==> src/rtl/gates_pkg.sv <==
// Shared definitions for the GATES exercise sweep stage.
//   - sweep_state_e : state enum of the exhaustive sweep (IDLE/APPLY/SAMPLE/DONE)
//   - DEFAULT_N / DEFAULT_SETTLE : default parameter values
//   - N_MIN..N_MAX, SETTLE_MIN..SETTLE_MAX : legal parameter ranges
//   - CNT_W : width of the settle counter, sized for SETTLE_MAX
//   - param_ok() : helper that reports whether a parameter pair is legal
package gates_pkg;

  typedef enum logic [1:0] {
    SWEEP_IDLE   = 2'd0,
    SWEEP_APPLY  = 2'd1,
    SWEEP_SAMPLE = 2'd2,
    SWEEP_DONE   = 2'd3
  } sweep_state_e;

  localparam int DEFAULT_N      = 2;
  localparam int DEFAULT_SETTLE = 1;

  localparam int N_MIN      = 1;
  localparam int N_MAX      = 4;
  localparam int SETTLE_MIN = 1;
  localparam int SETTLE_MAX = 15;

  // Counter only ever holds 0..SETTLE-1, so 4 bits cover SETTLE_MAX.
  localparam int CNT_W = 4;

  function automatic bit param_ok(input int n, input int settle);
    return (n >= N_MIN) && (n <= N_MAX) &&
           (settle >= SETTLE_MIN) && (settle <= SETTLE_MAX);
  endfunction

endpackage

==> src/rtl/f_sweep_if.sv <==
// Bus between the sweep stage and its environment (requester plus the two
// function implementations under comparison).
//
// Handshake: the requester raises `start`; it is taken only while the
// sweep stage is idle (busy=0, done=0). From the accepting edge `busy` is
// high until the final sample, then `done` pulses for exactly one cycle.
// `start` seen while busy or during the done cycle is dropped, never queued.
// Result fields are stable from the done cycle until the next accepted start.
//
// Signals:
//   start          requester -> sweep  request a sweep
//   x              sweep -> functions  stimulus vector (bit 0 = last input)
//   a, b           functions -> sweep  gate-level / expression-level outputs
//   busy, done     sweep -> requester  progress / completion pulse
//   tt_a, tt_b     sweep -> requester  captured truth tables (bit k = minterm k)
//   mismatch_count sweep -> requester  number of minterms with a != b
//   first_fail     sweep -> requester  lowest failing minterm (valid if fail_seen)
//   fail_seen      sweep -> requester  at least one mismatch in last sweep
interface f_sweep_if #(
  parameter int N = gates_pkg::DEFAULT_N
);
  logic              start;
  logic [N-1:0]      x;
  logic              a;
  logic              b;
  logic              busy;
  logic              done;
  logic [2**N-1:0]   tt_a;
  logic [2**N-1:0]   tt_b;
  logic [N:0]        mismatch_count;
  logic [N-1:0]      first_fail;
  logic              fail_seen;

  modport master (
    output start, a, b,
    input  x, busy, done, tt_a, tt_b, mismatch_count, first_fail, fail_seen
  );

  modport slave (
    input  start, a, b,
    output x, busy, done, tt_a, tt_b, mismatch_count, first_fail, fail_seen
  );
endinterface

==> src/rtl/sweep_cmp.sv <==
// Per-sample comparator/accumulator for the sweep stage. On each sample
// strobe it compares the two implementation outputs and keeps the running
// mismatch count and the first failing minterm. `clear_i` wipes the
// results at the start of a sweep.
//
// Ports:
//   clk, rst_n          clock, async active-low reset
//   clear_i             zero all results (sweep accepted)
//   sample_i            compare a_i/b_i for minterm x_i this cycle
//   a_i, b_i, x_i       sampled outputs and the minterm they belong to
//   mismatch_count_o    number of failing minterms (N+1 bits, holds 2^N)
//   first_fail_o        lowest failing minterm
//   fail_seen_o         any failure since the last clear
module sweep_cmp #(
  parameter int N = gates_pkg::DEFAULT_N
) (
  input  logic         clk,
  input  logic         rst_n,
  input  logic         clear_i,
  input  logic         sample_i,
  input  logic         a_i,
  input  logic         b_i,
  input  logic [N-1:0] x_i,
  output logic [N:0]   mismatch_count_o,
  output logic [N-1:0] first_fail_o,
  output logic         fail_seen_o
);
  import gates_pkg::*;

  logic [N:0]   mismatch_count_q, mismatch_count_d;
  logic [N-1:0] first_fail_q, first_fail_d;
  logic         fail_seen_q, fail_seen_d;

  always_comb begin
    mismatch_count_d = mismatch_count_q;
    first_fail_d     = first_fail_q;
    fail_seen_d      = fail_seen_q;
    if (clear_i) begin
      mismatch_count_d = '0;
      first_fail_d     = '0;
      fail_seen_d      = 1'b0;
    end else if (sample_i && (a_i != b_i)) begin
      mismatch_count_d = mismatch_count_q + (N+1)'(1);
      // Minterms are visited in ascending order, so the first hit is the lowest.
      if (!fail_seen_q) begin
        first_fail_d = x_i;
        fail_seen_d  = 1'b1;
      end
    end
  end

  always_ff @(posedge clk or negedge rst_n) begin
    if (!rst_n) begin
      mismatch_count_q <= '0;
      first_fail_q     <= '0;
      fail_seen_q      <= 1'b0;
    end else begin
      mismatch_count_q <= mismatch_count_d;
      first_fail_q     <= first_fail_d;
      fail_seen_q      <= fail_seen_d;
    end
  end

  assign mismatch_count_o = mismatch_count_q;
  assign first_fail_o     = first_fail_q;
  assign fail_seen_o      = fail_seen_q;

endmodule

==> src/rtl/f_sweep.sv <==
// Exhaustive stimulus-and-compare stage. On an accepted start it walks x
// through every N-bit vector, holds each for SETTLE cycles, samples both
// implementation outputs into truth tables and hands the comparison to
// sweep_cmp. Sweep ends at the all-ones vector, then pulses done.
//
// Ports:
//   clk          sole clock, rising edge
//   rst_n        asynchronous active-low reset
//   bus          f_sweep_if slave: start/a/b in, x/busy/done/results out
//   dbg_state_o  current FSM state (gates_pkg::sweep_state_e encoding)
module f_sweep #(
  parameter int N      = gates_pkg::DEFAULT_N,
  parameter int SETTLE = gates_pkg::DEFAULT_SETTLE
) (
  input  logic         clk,
  input  logic         rst_n,
  f_sweep_if.slave     bus,
  output logic [1:0]   dbg_state_o
);
  import gates_pkg::*;

  localparam logic [1:0] S_IDLE   = SWEEP_IDLE;
  localparam logic [1:0] S_APPLY  = SWEEP_APPLY;
  localparam logic [1:0] S_SAMPLE = SWEEP_SAMPLE;
  localparam logic [1:0] S_DONE   = SWEEP_DONE;

  localparam logic [CNT_W-1:0] CNT_LAST = CNT_W'(SETTLE - 1);
  localparam logic [N-1:0]     X_LAST   = '1;
  localparam int               TT_W     = 2**N;

  logic [1:0]       state_q, state_d;
  logic [CNT_W-1:0] cnt_q, cnt_d;
  logic [N-1:0]     x_q, x_d;
  logic [TT_W-1:0]  tt_a_q, tt_a_d;
  logic [TT_W-1:0]  tt_b_q, tt_b_d;
  logic             clear;
  logic             sample;

  always_comb begin
    state_d = state_q;
    cnt_d   = cnt_q;
    x_d     = x_q;
    tt_a_d  = tt_a_q;
    tt_b_d  = tt_b_q;
    clear   = 1'b0;
    sample  = 1'b0;
    case (state_q)
      S_IDLE: begin
        if (bus.start) begin
          x_d     = '0;
          cnt_d   = '0;
          tt_a_d  = '0;
          tt_b_d  = '0;
          clear   = 1'b1;
          state_d = S_APPLY;
        end
      end
      S_APPLY: begin
        if (cnt_q == CNT_LAST) begin
          state_d = S_SAMPLE;
        end else begin
          cnt_d = cnt_q + CNT_W'(1);
        end
      end
      S_SAMPLE: begin
        sample       = 1'b1;
        tt_a_d[x_q]  = bus.a;
        tt_b_d[x_q]  = bus.b;
        if (x_q == X_LAST) begin
          // Last vector: x stays at all-ones so results read back cleanly.
          state_d = S_DONE;
        end else begin
          x_d     = x_q + N'(1);
          cnt_d   = '0;
          state_d = S_APPLY;
        end
      end
      S_DONE: begin
        state_d = S_IDLE;
      end
      default: begin
        state_d = S_IDLE;
      end
    endcase
  end

  always_ff @(posedge clk or negedge rst_n) begin
    if (!rst_n) begin
      state_q <= S_IDLE;
      cnt_q   <= '0;
      x_q     <= '0;
      tt_a_q  <= '0;
      tt_b_q  <= '0;
    end else begin
      state_q <= state_d;
      cnt_q   <= cnt_d;
      x_q     <= x_d;
      tt_a_q  <= tt_a_d;
      tt_b_q  <= tt_b_d;
    end
  end

  sweep_cmp #(.N(N)) u_cmp (
    .clk              (clk),
    .rst_n            (rst_n),
    .clear_i          (clear),
    .sample_i         (sample),
    .a_i              (bus.a),
    .b_i              (bus.b),
    .x_i              (x_q),
    .mismatch_count_o (bus.mismatch_count),
    .first_fail_o     (bus.first_fail),
    .fail_seen_o      (bus.fail_seen)
  );

  assign bus.x       = x_q;
  assign bus.busy    = (state_q == S_APPLY) || (state_q == S_SAMPLE);
  assign bus.done    = (state_q == S_DONE);
  assign bus.tt_a    = tt_a_q;
  assign bus.tt_b    = tt_b_q;
  assign dbg_state_o = state_q;

endmodule

==> src/flat_wrapper.sv <==
// flat-port wrapper written by rule: the top's interface ports become plain ports
module f_sweep_flat import gates_pkg::*;
#(
  parameter int N      = gates_pkg::DEFAULT_N,
  parameter int SETTLE = gates_pkg::DEFAULT_SETTLE
)
  (clk, rst_n, dbg_state_o, bus_start, bus_a, bus_b, bus_x, bus_busy, bus_done, bus_tt_a, bus_tt_b, bus_mismatch_count, bus_first_fail, bus_fail_seen);
  f_sweep_if #(.N(N)) bus_i ();
  input  logic clk;
  input  logic rst_n;
  output logic [1:0] dbg_state_o;
  input wire logic [$bits(bus_i.start)-1:0] bus_start;
  input wire logic [$bits(bus_i.a)-1:0] bus_a;
  input wire logic [$bits(bus_i.b)-1:0] bus_b;
  output wire logic [$bits(bus_i.x)-1:0] bus_x;
  output wire logic [$bits(bus_i.busy)-1:0] bus_busy;
  output wire logic [$bits(bus_i.done)-1:0] bus_done;
  output wire logic [$bits(bus_i.tt_a)-1:0] bus_tt_a;
  output wire logic [$bits(bus_i.tt_b)-1:0] bus_tt_b;
  output wire logic [$bits(bus_i.mismatch_count)-1:0] bus_mismatch_count;
  output wire logic [$bits(bus_i.first_fail)-1:0] bus_first_fail;
  output wire logic [$bits(bus_i.fail_seen)-1:0] bus_fail_seen;
  assign bus_i.start = bus_start;
  assign bus_i.a = bus_a;
  assign bus_i.b = bus_b;
  assign bus_x = bus_i.x;
  assign bus_busy = bus_i.busy;
  assign bus_done = bus_i.done;
  assign bus_tt_a = bus_i.tt_a;
  assign bus_tt_b = bus_i.tt_b;
  assign bus_mismatch_count = bus_i.mismatch_count;
  assign bus_first_fail = bus_i.first_fail;
  assign bus_fail_seen = bus_i.fail_seen;
  f_sweep #(.N(N), .SETTLE(SETTLE)) u_core (.clk(clk), .rst_n(rst_n), .bus(bus_i), .dbg_state_o(dbg_state_o));
endmodule
==> config.mk <==
export PLATFORM = sky130hd
export DESIGN_NAME = f_sweep_flat
export DESIGN_NICKNAME = d
export VERILOG_FILES = /design/src/rtl/gates_pkg.sv /design/src/rtl/f_sweep_if.sv /design/src/rtl/sweep_cmp.sv /design/src/rtl/f_sweep.sv /design/src/flat_wrapper.sv
export SDC_FILE = /design/constraint.sdc
export NUM_CORES = 1
export LEC_CHECK = 0
export CAP_MARGIN = 40
export CORE_MARGIN = 2
export CORE_UTILIZATION = 45
export CTS_BUF_LIST = sky130_fd_sc_hd__clkbuf_16
export DETAILED_ROUTE_END_ITERATION = 8
export PLACE_DENSITY_LB_ADDON = 0.1
export SYNTH_ARGS = -nofsm -noshare
export SYNTH_HDL_FRONTEND = slang
export SYNTH_SLANG_ARGS = --single-unit
==> constraint.sdc <==
create_clock -name clk -period 1.6 [get_ports clk]
set_input_delay 0.16 -clock clk [delete_from_list [all_inputs] [get_ports clk]]
set_output_delay 0.16 -clock clk [all_outputs]
set_load 0.02 [all_outputs]
==> impl_results.md <==
- Max-cap viol count: 0
- Diode count: 0
- Critical Path Stages: 5
- DIE HEIGHT: 57.0 um
- Synth cell types: 37
- Clock sinks: 22
- Final hold vios: 0
- HPWL Detailed: 2080 um
- Min cycle time layout: between 1.5 and 2 ns
- Net switching power: 1400 uW
- Area Overhead vs Synth: 40.0%
- CP max-delay cell: or3b_4
- Global route overflow: 0
- Final #Nets: 174
- Setup bufs post-CTS: 0
- Final Cycle Share: 96.8%
- VDD IR max: approximately 1.5 mV
- WS Path Type: reg2reg
- Detailed-router iteration count before antenna repair: 4
- Yosys top cell by area: dfrtp_1
- Final slew viol count: 0
- Status: complete, no violations
- Highest clock rate: 645 MHz
- CP Capture Type: flip-flop
- CP startpoint: u_core.cnt_q[1]$_DFFE_PN0P_
- Wire length per cell: between 15 and 20 um
- CP Data Required Time: 1.76 ns
- Critical Path AT: 1.71 ns
- Antenna viol nets, final: 0
- Leak pwr: approximately 0.00082 uW
- Port Buf Inserts: 24
- Filler cells: 221
- Count of final setup violators: 0
- Synth warn: 0
- Post-layout instance area: about 0.0018 sq mm
- Syn nets: roughly 140
- Vias in the first global route: ~1,000
- DP Area: approximately 0.0016 sq mm
- Sequential share of power: between 20% and 30%
- Critical Path End: u_core.dbg_state_o[0]$_DFFE_PN0P_
- Crit-path max cell delay: 0.41 ns
- Synth top area share: 43.5%
- Capturing point of the worst reg2reg path: u_core.dbg_state_o[0]$_DFFE_PN0P_
- Skew final: 0.00335 ns
- Share of layout cells above drive strength 1: 21.9%
- Delay-heaviest family, CP: simple AND/OR/NAND/NOR gates
- Pwr/cell area: ~2000 mW/mm^2
- WP buf/inv: 1
- Setup slack, reg-to-reg: 0.05 ns
- Via/cell ratio: 5.74
- CTS tree: built
- Combinational Power Share: 54.6%
- Die ar.: ~0.0033 sq mm
- Largest net degree at the start of global routing: 23
- CTS max path bufs: 2
- Initial antenna violation count: 0
- Fin Setup TNS: 0 ns
- Core Footprint: 0.00271 sq mm
- Root buffer cell: clkbuf_16
- Initial Utilization: 46.7%
- Worst slew margin: 69.0%
- RSZ-0062 raised after global routing: true
- IO Pins: 25
- Switching Share: 39.7%
- Synth Register Bits: 22
- RR Startpoint: u_core.cnt_q[1]$_DFFE_PN0P_
- Top area cells in the synthesized netlist: dfrtp_1 43%, ha_1 13%, a22o_1 5.5%
- H-Tree Depth: 1
- Slew at the pin closest to its max-slew limit: 0.462 ns
- Gate Count Post-Synth: 120
- Int Power: 2130 uW
- Num CTS Buffers: 3
- Drt drc: 0
- Cell row count: 19
- Clock-pin slew on the worst setup and hold paths: 0.06 ns
- Clock power frac: around 20%
- Die Wd: about 57 um
- CP Max Fanout: 3
- R2r worst-path depth: 5
- Vias: 1,068
- Sequential cell area fraction in the yosys report: 43.5%
- RePlAce Congestion: 0.840
- Worst Hold Class: in2async
- DRT iter0 DRCs: 22
- Cts-stage hold buffer count: 0
- Detailed Route WL: 2860 um
- Critical Path Start Type: flip-flop
- Syn avg cell area: 10.6 sq um
- Clk_lat worst skew: 0.25 ns
- CP Cell Sequence: inv_1 > ha_1 > or3b_4 > a21oi_4 > mux2i_1
- GRT Util Overall: between 10% and 20%
- Post-Syn Area: between 0.001 and 0.0015 sq mm
- First-pass GRT wire length: 4640 um
==> Yosys cell counts, drive strengths merged <==
| cell type | n |
|---|---|
| or4 | 1 |
| buf | 3 |
| o22ai | 1 |
| inv | 11 |
| o32ai | 1 |
| nor4bb | 1 |
| nor2 | 4 |
| or3 | 1 |
| a211o | 1 |
| and3 | 2 |
| mux2i | 2 |
| ha | 13 |
| a2bb2oi | 1 |
| xnor2 | 1 |
| a21o | 1 |
| o21ai | 5 |
| or3b | 1 |
| nand3 | 2 |
| dfrtp | 22 |
| o41ai | 2 |
| o311ai | 2 |
| a211oi | 1 |
| mux2 | 1 |
| a221o | 2 |
| a21oi | 6 |
| o31ai | 5 |
| nor3b | 1 |
| nand2b | 4 |
| nor3 | 1 |
| a22o | 8 |
| a32o | 1 |
| nor2b | 2 |
| xor2 | 1 |
| and4b | 1 |
| nand2 | 7 |
| and2 | 1 |
==> layout by cell type, fill, tap and decap left out, types with 2 or more instances in the layout <==
cell             netlist  routed
a21oi_1                6       5
a221o_1                2       2
a22o_1                 8       8
buf_4                  0      10
clkbuf_16              0       3
clkdlybuf4s50_1        0      21
dfrtp_1               22      20
dfrtp_2                0       2
dlygate4sd2_1          0       2
ha_1                  13      10
ha_2                   0       3
inv_1                 11       8
inv_2                  0       2
mux2i_1                2       2
nand2_1                7       7
nand2b_1               4       4
nand3_1                2       2
nor2_1                 4       4
nor2b_1                2       2
o21ai_0                5       4
o311ai_1               0       2
o31ai_1                5       3
o31ai_2                0       2
o41ai_2                0       2
==> power by group through the flow <==
stage | combinational, uW | clock, uW | sequential (uW)
2_1_floorplan | 903 | 0 | 1100
3_3_place_gp | 1820 | 0 | 895
3_5_place_dp | 1850 | 0 | 904
4_1_cts | 1860 | 706 | 897
5_1_grt | 2100 | 718 | 937
6_report | 1930 | 694 | 910
==> layout make-up <==
class	count	area [sq um]	share of cell area (%)
multi-input cells	84	717	40.4
clock buffers	3	75.1	4.23
repair buffers	34	315	17.8
flip-flops and latches	22	553	31.2
well taps	31	38.8	2.19
clock inverters	1	30.0	1.69
inverters	11	43.8	2.47
==> layer usage <==
metal	track usage (%)	share of wire, %	vias up
met5	0	0	-
met4	2.99	1.4	0
met3	3.63	3.7	6
met2	31.5	51	25
met1	23.0	44	521
li1	-	-	516
==> registers in the layout (all words and copies together), names as in the netlist <==
register                       flops
u_core.bus.tt_b                    4
u_core.u_cmp.fail_seen_o           1
u_core.bus.tt_a                    4
u_core.dbg_state_o                 2
u_core.u_cmp.first_fail_o          2
u_core.u_cmp.mismatch_count_o      3
u_core.bus.x                       2
u_core.cnt_q                       4
==> repair_timing <==
action | CTS | global route
pin swaps | 0 | 3
resized for setup | 6 | 14
cloned | 0 | 0
setup endpoints to repair | 6 | 17
==> worst min-delay path by stage <==
stage,endpoint,depth (start not counted),start,slack [ns]
finish,u_core.bus.tt_a[1]$_DFFE_PN0P_,2,rst_n,0.25
floorplan,u_core.bus.tt_a[0]$_DFFE_PN0P_,0,rst_n,-0.14
detailed placement,u_core.bus.tt_b[1]$_DFFE_PN0P_,1,u_core.bus.tt_b[1]$_DFFE_PN0P_,0.48
CTS,u_core.bus.tt_a[1]$_DFFE_PN0P_,2,rst_n,0.26
global placement,u_core.bus.tt_b[2]$_DFFE_PN0P_,1,u_core.bus.tt_b[2]$_DFFE_PN0P_,0.48
global route,u_core.bus.tt_a[1]$_DFFE_PN0P_,2,rst_n,0.31
==> worst reg2reg max path: cells and delay by family, from the launching register on <==
| family | cells | cell delay [ns] |
|---|---|---|
| AO/OA/AOI/OAI | 1 | 0.16 |
| adder cells (fa/ha/maj) | 1 | 0.16 |
| buffers and inverters | 1 | 0.08 |
| flip-flops | 1 | 0.40 |
| multiplexers | 1 | 0.24 |
| AND/OR/NAND/NOR | 1 | 0.41 |
==> logic make-up (layout without fill, tap and decap cells) <==
kind of cell,Yosys count,in the layout,synth area share (%)
adder cells (fa/ha/maj),13,13,12.8
buffers and inverters,14,49,4.45
AO/OA/AOI/OAI,37,37,22.1
flip-flops,22,22,43.5
AND/OR/NAND/NOR,29,29,13.2
multiplexers,3,3,2.47
XOR/XNOR,2,2,1.38
==> per-stage QoR <==
| step | setup slack, ns | total power, uW | util, % | hold slack [ns] | std cells |
|---|---|---|---|---|---|
| 3_3_place_gp | 0.0223 | 2710 | 59.3 | 0.482 | 182 |
| 3_5_place_dp | -0.0282 | 2760 | 59.3 | 0.485 | 182 |
| 5_1_grt | -0.0580 | 3760 | 65.4 | 0.308 | 186 |
| 2_1_floorplan | 0.0217 | 2000 | - | -0.136 | 120 |
| 4_1_cts | 0.00108 | 3460 | 63.7 | 0.262 | 186 |
| 6_report | 0.0508 | 3530 | 65.4 | 0.253 | 186 |
Note: power is estimated with default switching activity, not from simulation.
==> variant 1 (same flow settings) <==
Put one more register stage on the output `dbg_state_o`, cleared by the reset. The value now appears one clock later. The other outputs are not delayed to match.
--- a/src/rtl/f_sweep.sv
+++ b/src/rtl/f_sweep.sv
@@ -120,3 +120,9 @@
   assign bus.tt_b    = tt_b_q;
-  assign dbg_state_o = state_q;
+  always_ff @(posedge clk or negedge rst_n) begin
+    if (!rst_n) begin
+      dbg_state_o <= '0;
+    end else begin
+      dbg_state_o <= state_q;
+    end
+  end
 
Formal check against the unedited RTL: not equivalent (Yosys sat finds a counterexample within 4 cycles, from zero or initial values and one cycle with rst_n low).
==> variant 1 against the unedited design <==
  * Clock skew fell by 0.0015 ns
  * Design area rose by 4.5%
  * Clock power fell by 25%
  * Wire length fell by 4.7%
  * Synthesized cell count fell by 6.7%
  * Total power fell by 0.82%
  * Sequential cell count rose by 2
  * Area after synthesis rose by 1.4%
  * Worst setup slack got worse by 0.024 ns
  * Critical path type unchanged
  * Critical endpoint is now u_core.cnt_q[2]
  * Highest routed layer unchanged
==> variant 1: results (changes against the unedited design) <==
* DR vias at 1004 (-6.0%)
* Pre-CTS WS at -0.0415 ns (-0.0132 ns)
* Netlist cell types at 27 (-27%)
* Leak Pwr at 0.870 nW (+6.1%)
* Share of layout cells above drive strength 1 at 31.8% (+9.9 points)
* Worst Setup Slack, final at 0.0269 ns (-0.0239 ns)
* Final HPWL from detailed placement at 1950 µm (-6.4%)
* Post-Syn Nets at 129 (-6.5%)
* Worst-Margin Slew at 0.450 ns (-0.0123 ns)
* Top cells by area, synth: dfrtp_1, ha_1, mux2_2
* Slowest cell on the critical path: dfrtp_1
* Reg2Reg Depth at 6 (+1)
* VDD IR-drop max at 1.13 mV (-27%)
* Synthesized area per cell at 11.5 µm² (+8.6%)
* Fillers at 208 (-5.9%)
* Initial DRC Count at 18 (-18%)
* Crit path max fanout at 6 (+3)
* Status: finished clean
* Placer congestion estimate at 0.721 (-14%)
* Largest net degree at the start of global routing at 25 (+8.7%)
* Register area share after synthesis at 46.8% (+3.3 points)
* Commonest non-fill, non-tap cell in the layout: dfrtp_1
* Non-filler cells, final at 188 (+1.1%)
* First-pass GRT wire length at 4630 µm (-0.30%)
* GRT Total Usage at 18.4% (+0.53 points)
* Clock Skew at 0.00181 ns (-0.00154 ns)
==> variant 1: worst min path at each step <==
stage	cells past startpoint	slack (ns)	to	startpoint
2_1_floorplan	0	-0.14	u_core.bus.tt_a[0]	rst_n
3_3_place_gp	1	0.51	u_core.bus.tt_a[0]	u_core.bus.tt_a[0]
3_5_place_dp	1	0.52	u_core.bus.tt_a[3]	u_core.bus.tt_a[3]
4_1_cts	2	0.27	u_core.bus.tt_a[2]	rst_n
5_1_grt	2	0.31	u_core.bus.tt_b[1]	rst_n
6_report	2	0.26	u_core.bus.tt_a[2]	rst_n
==> variant 1: what timing repair did <==
action	CTS	global route
buffers inserted	4	4
endpoints found under the setup margin	6	7
pin swaps	2	5
gates resized for setup	3	13
==> variant 1: cell type report <==
class                           instances  share of cell area, %
Multi-Input combinational cell         78                   38.5
Sequential cell                        24                   32.4
Timing Repair Buffer                   45                   21.5
Clock buffer                            3                   4.05
Tap cell                               31                   2.09
Inverter                                7                   1.42
==> variant 1: through the flow <==
stage / util (%) / cell area [µm²]
after detailed placement: 60.2 / 1650
after global placement: 60.2 / 1650
after CTS: 64.3 / 1760
after global routing: 67.8 / 1850
after floorplan: - / 1290
final: 67.8 / 1850
==> variant 1: routing by layer <==
metal | global-route usage (%) | routed length (µm)
met1 | 23.4 | 1220
met2 | 30.4 | 1340
met3 | 3.40 | 115
met4 | 7.97 | 49
met5 | 0 | 0
==> variant 1: power breakdown <==
part	switching, mW	internal (mW)	total (mW)
sequential	0.132	0.808	0.940
combinational	0.993	1.05	2.04
clock	0.191	0.330	0.521
total	1.32	2.19	3.50
==> variant 1: logic make-up after synthesis <==
kind of cell               share of synthesized area [%]
buffers and inverters                               3.51
adders and majority gates                           11.7
DFF                                                 46.8
muxes                                               10.2
and+or+nand+nor                                     11.7
AOI/OAI and AO/OA                                   14.0
xor gates and xnor gates                            2.05
==> variant 2 (same flow settings) <==
Made on the original files. `CNT_W`: 4 -> 3.
--- a/src/rtl/gates_pkg.sv
+++ b/src/rtl/gates_pkg.sv
@@ -24,3 +24,3 @@
   // Counter only ever holds 0..SETTLE-1, so 4 bits cover SETTLE_MAX.
-  localparam int CNT_W = 4;
+  localparam int CNT_W = 3;
 
Check against the original RTL: same outputs for any inputs over 10 cycles, from zero or initial values and one cycle with rst_n low; that may be too few to reach the edited logic, so the function may still have changed.
==> variant 2 against the unedited design <==
  * Area after synthesis rose by 16%
  * Core utilization down 0.99 points
  * Sequential share of layout area shrank 4.4 points
  * Worst setup slack worse by 0.0029 ns
  * Worst hold slack lost 0.0036 ns
  * Wire length increased by 15%
  * Sequential cell count shrank 1
  * Design area grew 12%
  * Total power decreased by 6.5%
  * Highest routed layer unchanged
==> variant 2: results (changes against the unedited design) <==
* Final nets at 206 (+18%)
* Initial antenna violation count at 0 (unchanged)
* CTS H-tree depth at 1 (unchanged)
* VDD IR-drop max at 0.976 mV (-37%)
* Prevailing post-synth register cell: dfrtp_1
* First-pass GRT wire length at 5530 µm (+19%)
* Post-CTS Setup Repair Bufs at 0 (unchanged)
* Status: finished clean
* Total CTS buffers at 3 (unchanged)
* Top cells by area, synth: dfrtp_1, ha_1, nand3_1
* Internal Power at 1.92 mW (-9.9%)
* Pins Over Slew Limit at 0 (unchanged)
* Pre-CTS WS at -0.149 ns (-0.121 ns)
* Crit path max fanout at 10 (+7)
* GRT Total Usage at 20.0% (+2.1 points)
* Placed cell areas at 1830 µm² (+14%)
* Leak Pwr at 0.860 nW (+4.9%)
* Most instantiated cells after synthesis: dfrtp_1, inv_1, nand3_1
* Initial DRC Count at 55 (+150%)
* Maximum clock path buffer count at 2 (unchanged)
* Root buf cell: clkbuf_16
* Largest net degree at the start of global routing at 24 (+4.3%)
* Synth Warn # at 0 (unchanged)
* Share of layout cells above drive strength 1 at 20.7% (-1.2 points)
* DR vias at 1275 (+19%)
* Netlist cell types at 37 (unchanged)
* Clock-pin slew on the worst setup and hold paths at 0.06 ns (about the same)
* Total inserted antenna cells at 0 (unchanged)
* Clock Latency Late Sink at around 0.26 ns
* I/O Buffers at 24 (unchanged)
* Register area share after synthesis at 35.9% (-7.6 points)
* Worst-Margin Slew at 0.325 ns (-0.137 ns)
* Final HPWL from detailed placement at 2270 µm (+8.9%)
* Routed WL at 3280 µm (+15%)
* Placer congestion estimate at 0.764 (-9.0%)
* Hold Path Class: input port to asynchronous set/reset pin
* Post-Syn Nets at 173 (+25%)
* DRT Pass-1 Iters at 4 (unchanged)
* Clock Skew at 0.00389 ns (+0.000535 ns)
* Ys async rst share at 100% (unchanged)
## variant 2: worst max-delay path: stages (launching register included)
cell     delay [ns]
dfrtp_2        0.38
inv_4          0.04
buf_4          0.14
ha_4           0.17
and2_4         0.18
a32o_1         0.26
a211o_1        0.26
## variant 2: cell families (layout without fill, tap and decap cells)
group | Yosys count | after routing | synth area share, %
AND/OR/NAND/NOR | 48 | 48 | 18.3
XOR/XNOR | 2 | 2 | 2.48
buffers and inverters | 25 | 57 | 8.62
adder cells (fa/ha/maj) | 12 | 12 | 10.2
multiplexers | 4 | 4 | 2.73
flip-flops | 21 | 21 | 35.9
AO/OA/AOI/OAI | 44 | 44 | 21.8
## variant 2: worst paths after layout
check                                              endpoint                          from  cells after the start  slack (ns)
max                                      u_core.bus.tt_a[3]         u_core.dbg_state_o[0]                      6        0.05
min                        u_core.u_cmp.mismatch_count_o[2]                         rst_n                      2        0.25
max reg2reg                              u_core.bus.tt_a[3]         u_core.dbg_state_o[0]                      6        0.05
min reg2reg                    u_core.u_cmp.first_fail_o[0]  u_core.u_cmp.first_fail_o[0]                      2        0.53
max in group asynchronous                   u_core.bus.x[0]                         rst_n                      2        1.11
min in group clk               u_core.u_cmp.first_fail_o[0]  u_core.u_cmp.first_fail_o[0]                      2        0.53
## variant 2: metrics by stage
step	std cells	power, mW
floorplan	156	2.02
global route	232	3.53
detailed placement	228	2.69
global placement	228	2.63
CTS	232	3.24
finish	232	3.30
## variant 2: per-layer routing
| layer | part of all wire, % | track usage, % | vias up |
|---|---|---|---|
| met4 | 2.1 | 12.4 | 0 |
| met2 | 48 | 32.2 | 28 |
| li1 | - | - | 628 |
| met5 | 0 | 0 | - |
| met1 | 47 | 24.4 | 611 |
| met3 | 3.4 | 3.99 | 8 |
## variant 2: final cells by class
cell class | count | area [µm²]
well taps | 44 | 55.1
inverters | 15 | 58.8
multi-input cells | 110 | 902
repair buffers | 38 | 357
clock buffers | 3 | 75.1
clock inverters | 1 | 5.00
flip-flops and latches | 21 | 531
fillers | 264 | 1090
## variant 2: power groups by stage
stage / clock (mW) / sequential (mW) / combinational (mW)
detailed placement: 0 / 0.852 / 1.83
finish: 0.543 / 0.842 / 1.92
floorplan: 0 / 1.04 / 0.977
CTS: 0.553 / 0.846 / 1.84
global placement: 0 / 0.844 / 1.78
global route: 0.578 / 0.868 / 2.09
## variant 2: repair_timing
item | CTS | global route
gates cloned | 0 | 0
gates resized for setup | 10 | 9
setup endpoints to repair | 18 | 12
pin swaps | 0 | 2
